**config.mk**
```make
export PLATFORM = sky130hd
export DESIGN_NAME = stack_tos
export DESIGN_NICKNAME = d
export VERILOG_FILES = /design/src/rtl/stack_tos.sv
export SDC_FILE = /design/constraint.sdc
export NUM_CORES = 2
export LEC_CHECK = 0
export CAP_MARGIN = 30
export CORE_ASPECT_RATIO = 1.75
export CORE_MARGIN = 2
export CORE_UTILIZATION = 30
export DETAILED_ROUTE_END_ITERATION = 16
export GPL_TIMING_DRIVEN = 1
export SETUP_SLACK_MARGIN = 0.2
export SLEW_MARGIN = 20
export SYNTH_ARGS = -nofsm -noshare
export SYNTH_HDL_FRONTEND = slang
export SYNTH_SLANG_ARGS = --single-unit
```
**constraint.sdc**
```tcl
create_clock -name clk -period 6.6 [get_ports clk]
set_input_delay 1.32 -clock clk [delete_from_list [all_inputs] [get_ports clk]]
set_output_delay 1.32 -clock clk [all_outputs]
set_load 0.005 [all_outputs]
```
**src/rtl/stack_tos.sv**
```systemverilog
// Forth data/return stack with a register-held top-of-stack, depth count,
// PICK read port and sticky over/underflow flags.
module stack_tos #(
   parameter int DEPTH = 64,
   parameter int DSZ   = 32,
   parameter int SSZ   = $clog2(DEPTH)
) (
   input  logic           clk,
   input  logic           rst,
   input  logic           en,
   input  logic [2:0]     op,
   input  logic [DSZ-1:0] vi,
   input  logic [SSZ-1:0] pidx,
   output logic [DSZ-1:0] tos,
   output logic [DSZ-1:0] pick_vo,
   output logic           pick_vld,
   output logic [SSZ:0]   depth,
   output logic           empty,
   output logic           full,
   output logic           ovf,
   output logic           udf
);

   localparam logic [2:0] OP_PUSH = 3'd1;
   localparam logic [2:0] OP_POP  = 3'd2;
   localparam logic [2:0] OP_REPL = 3'd3;
   localparam logic [2:0] OP_SWAP = 3'd4;
   localparam logic [2:0] OP_PICK = 3'd5;
   localparam logic [2:0] OP_CLR  = 3'd6;

   localparam logic [SSZ:0] ONE  = (SSZ+1)'(1);
   localparam logic [SSZ:0] TWO  = (SSZ+1)'(2);
   localparam logic [SSZ:0] DMAX = (SSZ+1)'(DEPTH);

   logic [DSZ-1:0] ss [DEPTH-2:0];

   logic [SSZ:0]   nm1, nm2, pk;
   logic [SSZ:0]   pidx_x;
   logic [DSZ-1:0] nos, pkv;

   // Slot indices relative to the current depth; reads are only used when guarded.
   assign pidx_x = {1'b0, pidx};
   assign nm1    = depth - ONE;
   assign nm2    = depth - TWO;
   assign pk     = nm1 - pidx_x;
   assign nos    = ss[nm2[SSZ-1:0]];
   assign pkv    = ss[pk[SSZ-1:0]];

   assign empty  = (depth == '0);
   assign full   = (depth == DMAX);

   always_ff @(posedge clk) begin
      if (!rst) begin
         tos      <= '0;
         pick_vo  <= '0;
         pick_vld <= 1'b0;
         depth    <= '0;
         ovf      <= 1'b0;
         udf      <= 1'b0;
      end else begin
         pick_vld <= 1'b0;
         if (en) begin
            case (op)
               OP_PUSH: begin
                  if (full) ovf <= 1'b1;
                  else begin
                     if (!empty) ss[nm1[SSZ-1:0]] <= tos;
                     tos   <= vi;
                     depth <= depth + ONE;
                  end
               end
               OP_POP: begin
                  if (empty) udf <= 1'b1;
                  else begin
                     tos   <= (depth >= TWO) ? nos : '0;
                     depth <= nm1;
                  end
               end
               OP_REPL: begin
                  if (empty) udf <= 1'b1;
                  else       tos <= vi;
               end
               OP_SWAP: begin
                  if (depth < TWO) udf <= 1'b1;
                  else begin
                     tos              <= nos;
                     ss[nm2[SSZ-1:0]] <= tos;
                  end
               end
               OP_PICK: begin
                  pick_vld <= 1'b1;
                  if (pidx == '0)          pick_vo <= tos;
                  else if (pidx_x < depth) pick_vo <= pkv;
                  else begin
                     pick_vo <= '0;
                     udf     <= 1'b1;
                  end
               end
               OP_CLR: begin
                  depth <= '0;
                  tos   <= '0;
                  ovf   <= 1'b0;
                  udf   <= 1'b0;
               end
               default: ;
            endcase
         end
      end
   end

endmodule
```
# Word-level counts from Yosys, hierarchy flattened
# Memory sizes are Yosys's and may differ from the RTL's.
# Index checks and enable logic that the tools add are counted.
# totals
elab_cells	77
n_memories	1
ram_bits	2016
regBits	74
inputBits	44
output_inout_bits	76
# op_classes
n_eq_ne	16
muxes	33
reduce_logical	14
add_sub_neg	4
n_lt_le_gt_ge	3
# memory_table
name	words	width	rd	rd_ports_with_merged_regs	write_ports	line	text
ss	63	32	2	0	1	35	logic [DSZ-1:0] ss [DEPTH-2:0];
# op_table
operator	count
$mux 32	8
$pmux 32 s5	1
$reduce_or 32->1	1
$pmux 7 s3	1
$mux 1	18
$ne 2x2->1 const B	8
$mux 7	2
$reduce_and 6->1	2
$eq 3x3->1 const B	3
$add 7x1->7 const B	1
$eq 7x7->1 const B	1
$ge 7x2->1 const B	1
$logic_not 7->1	1
$lt 6x7->1	1
$lt 7x2->1 const B	1
$sub 7x1->7 const B	1
$eq 3x2->1 const B	2
$logic_not 6->1	1
$mux 6	1
$sub 6x2->6 const B	1
$sub 6x6->6	1
$reduce_bool 5->1	1
$pmux 1 s4	1
$reduce_and 2->1	2
9 further kinds	9

# Logic depth before layout (Yosys ltp)
# depth
word_depth	8
ltp_mapped	19
mapped_depth_nobuf	13

# Worst setup path after synthesis
# No wires, ideal clock.
# synth_timing
path_type	reg2reg
start	register depth[1]
end	memory ss[27][0], enable pin
stages_incl_launch_ff	14
setup_time_ns	0.425
synth_period_minus_slack_ns	5.010
t_required_ns	6.175
path_slack_ns	1.590
n_path_buf	8
arrival_time_ns	4.586
path_cell_list	dfxtp_1 > buf_4 > buf_2 > inv_1 > buf_2 > ha_1 > clkbuf_1 > buf_2 > buf_2 > buf_2 > clkbuf_1 > mux2i_1 > nor3_1 > nor2b_1
# synth_via
elab_chain_len	8
word_cells_on_any_way	19
cone_classes	add/sub (2); order compare (1); eq/ne (1); mux (13); reduce/logical (2)
# synth_lines
item	line	text
from (decl)	17	output logic [SSZ:0] depth,
from (signal assigned)	69	depth <= depth + ONE;
from (signal assigned)	76	depth <= nm1;
$lt 7x2->1 / $logic_not 7->1 (equally long branches)	84, 49	
$mux 1, on equally long branches	84, 67	
$mux 1, on equally long branches	63, 65	
$mux 1, on equally long branches	62, 63	
$mux 1, on equally long branches	53, 62	
$mux 1, on equally long branches	87, 53	
$reduce_or 32->1 (no source line) / $mux 1 (equally long branches)	n/a	
$mux 6 (no source line) / $mux 1 (equally long branches)	n/a	
to (decl)	35	
# Several ways; a longest one is shown, not always the timed one.

# Final worst setup path
# layout_timing
start	register depth[0]
end	register pick_vo[27]
# layout_via
elab_chain_len	5
word_cells_on_any_way	6
cone_classes	add/sub (2); order compare (1); mux (2); memory (1)
# layout_lines
item	line	text
$sub 7x1->7	43	assign nm1 = depth - ONE;
$sub 6x6->6	45	assign pk = nm1 - pidx_x;
$mem_v2 63x32	n/a	
$mux 32 *	93	else if (pidx_x < depth) pick_vo <= pkv;
$mux 32 *	92	if (pidx == '0) pick_vo <= tos;
to (signal assigned)	92	
to (signal assigned)	93	
to (decl)	15	output logic [DSZ-1:0] pick_vo,
# Mark *: on every way between the ends. The rest lies on a longest branch, timed or not.
# A chain may end at the register's enable or synchronous reset.

==> results.sh <==
export IMPL_final_cell_area_sq_um=111000
export IMPL_dr_total_vias=59480
export IMPL_cts_root_buf="clkbuf_16"
export IMPL_drv_slew=0
export IMPL_die_area_sq_um=329000
export IMPL_track_usage_pct=20.6
export IMPL_htree_levels=4
export IMPL_synth_top_area_share_pct=62.2
export IMPL_io_buffers=119
export IMPL_hold_class="flip-flop to flip-flop"
export IMPL_layout_cells_non_filler=10042
export IMPL_synth_distinct_cells=77
export IMPL_tightestPinTransition_ns=1.12
export IMPL_p_sw_mw=9.00
export IMPL_cts_made_buffers=176
export IMPL_cellPowerDensity_nw_per_um2=285
export IMPL_p_sw_share_pct=28.3
export IMPL_drtAntennaViolNets=0
export IMPL_cts_tree="yes"
export IMPL_cp_arrival_ns=6.05
export IMPL_cts_sinks=2090
export IMPL_yosysWarnings=0
export IMPL_rows=276
export IMPL_wl_mm=346
export IMPL_hpwl_mm=224
export IMPL_fp_dieW_um=435
export IMPL_synth_top_cell_by_area="edfxtp_1"
export IMPL_fmax_mhz=189
export IMPL_finalHoldViolCount=0
export IMPL_avgSynthCellArea_sq_um=17.9
export IMPL_core_sq_um=323000
export IMPL_clock_path_buffers=4
export IMPL_vias_per_cell=5.92
export IMPL_drive_gt1_share_pct=28.8
export IMPL_cp_start_kind="flip-flop"
export IMPL_gr_total_overflow=0
export IMPL_path_class="flip-flop to flip-flop"
export IMPL_die_h_um=758
export IMPL_synthFlopType="edfxtp_1"
export IMPL_slew_headroom_pct=25.1
export IMPL_antenna_found_initial=37
export IMPL_power_frac_seq_pct=46.8
export IMPL_post_drt_wl_per_cell_um=34.4
export IMPL_min_period_ns=5.30
export IMPL_ys_ff_latch=2090
export IMPL_ir_worst_vdd_mv=0.208
export IMPL_dpl_instance_area_sq_um=106000
export IMPL_p_leak_nw=34.2
export IMPL_rsz0062_at_grt="no"
export IMPL_drc=0
export IMPL_start_util_pct=30.2
export IMPL_grt_pass1_wl_mm=481
export IMPL_fin_ws_ns=1.30
export IMPL_combPwrFrac_pct=19.3
export IMPL_yosys_top_cells_count="2016 x edfxtp_1, 975 x mux4_2, 604 x nand2_1, 204 x clkbuf_1, 193 x mux2i_1"
export IMPL_post_cts_resized=0
export IMPL_synthCells=5434
export IMPL_crit_fanout=30
export IMPL_dp_cells=9706
export IMPL_setup_tns_ns=0
export IMPL_end_kind="flip-flop"
export IMPL_clk_latency_ns=0.86
export IMPL_power_share_clock_pct=34.0
export IMPL_synth_edf_count=2016
export IMPL_syn2layout_area_growth_pct=14.5
export IMPL_synth_nets=5497
export IMPL_seq_area_frac_synth_pct=63.7
export IMPL_grt_max_degree=98
export IMPL_async_flop_share_pct=0
export IMPL_num_io_pins=120
export IMPL_first_pass_iters=6
export IMPL_worstPathRequired_ns=7.36
export IMPL_post_cts_buffers=0
export IMPL_postCtsHoldBufs=0
export IMPL_maxCapViolCount=0
export IMPL_yosysMostFrequentCell="edfxtp_1"
export IMPL_grt_pass1_vias=60705
export IMPL_setup_viol=0
export IMPL_drt_initial_drc_count=7559
export IMPL_run_status="completed"
export IMPL_place_gp_congestion=0.892
export IMPL_clkSlewWorstSetupHoldPaths_ns=0.07
export IMPL_place_ws_ns=1.02
export IMPL_yosys_top_cells_area="edfxtp_1 62%, mux4_2 23%, nand2_1 2.3%"
export IMPL_syn_area_sq_um=97400
export IMPL_period_share_pct=80.2
export IMPL_power_internal_mw=22.8
export IMPL_fin_skew_ns=0.0445
export IMPL_fin_nets=5641
state kept, by name, summed over array words and instances, names as in the netlist:
register,count
ss,2016
pick_vo,32
tos,32
depth,7
ovf,1
pick_vld,1
udf,1
cell usage in the layout, fill, tap and decap left out, types with 28 or more instances in the layout:
cell type	n
edfxtp_1	2016
mux4_2	975
nand2_1	603
buf_4	203
mux2i_1	193
clkbuf_16	180
a21oi_1	165
nand3_1	132
o21ai_0	121
clkdlybuf4s50_1	118
a32oi_1	82
buf_12	68
o211ai_1	67
nor2_1	64
nand4b_1	62
nor2_4	61
a31oi_1	57
dfxtp_1	40
a211oi_1	37
dfxtp_2	32
clkinv_2	31
clkbuf_1	29
clkinv_1	28
through the flow:
stage	power [mW]	util [%]	hold WS [ns]
2_1_floorplan	18.6	-	0.470
3_3_place_gp	21.2	32.7	0.483
3_5_place_dp	21.2	32.7	0.485
4_1_cts	31.8	34.5	0.501
5_1_grt	32.5	34.5	0.521
6_report	31.8	34.5	0.497
cell families after synthesis:
logic type	share of synthesized area [%]
DFF	63.7
muxes	24.6
and+or+nand+nor	4.73
AOI/OAI and AO/OA	4.51
buffers and inverters	2.02
adders and majority gates	0.252
xor gates and xnor gates	0.157
critical path: stages, from the launching register on:
cell and delay [ns]:
dfxtp_4 0.80, inv_1 0.14, buf_4 0.37, ha_1 0.56, inv_1 0.14, ha_1 0.29
and3b_1 0.20, o21ai_0 0.37, and2_4 0.75, buf_4 0.31, nand2_1 0.06, a32oi_1 0.60
nand4b_1 0.36, o211ai_1 0.17
per-layer routing:
layer / up-vias / share of wire, % / GRT usage, %
met3: 873 / 9.0 / 4.36
met1: 31839 / 35 / 24.3
met5: - / 0.045 / 0
met4: 26 / 6.1 / 10.8
met2: 3663 / 50 / 35.3
li1: 23079 / - / -
path summary, 6_finish.rpt:
kind	start	to	slack (ns)	cells after the start
worst max-delay path	depth[0]$_SDFFE_PN0P_	pick_vo[27]$_SDFFE_PN0P_	1.30	13
worst min-delay path	udf$_SDFFE_PN0P_	udf$_SDFFE_PN0P_	0.50	2
worst max register to register	depth[0]$_SDFFE_PN0P_	pick_vo[27]$_SDFFE_PN0P_	1.30	13
worst min register to register	udf$_SDFFE_PN0P_	udf$_SDFFE_PN0P_	0.50	2
layout make-up:
cell class	count	area (sq um)
Timing Repair Buffer	397	4160
Clock inverter	94	973
Clock buffer	216	4710
Antenna cell	23	57.6
Inverter	25	93.8
Sequential cell	2090	62100
Tap cell	4309	5390
Multi-Input combinational cell	2888	34000
Fill cell	30118	211000
power by group through the flow:
| stage | clock network [mW] | logic (mW) | registers (mW) |
|---|---|---|---|
| final | 10.8 | 6.12 | 14.9 |
| after global routing | 11.3 | 6.38 | 14.9 |
| after CTS | 10.9 | 6.09 | 14.9 |
| after detailed placement | 0 | 6.08 | 15.2 |
| after global placement | 0 | 6.00 | 15.2 |
| after floorplan | 0 | 3.42 | 15.2 |
(Power assumes the default switching activity.)
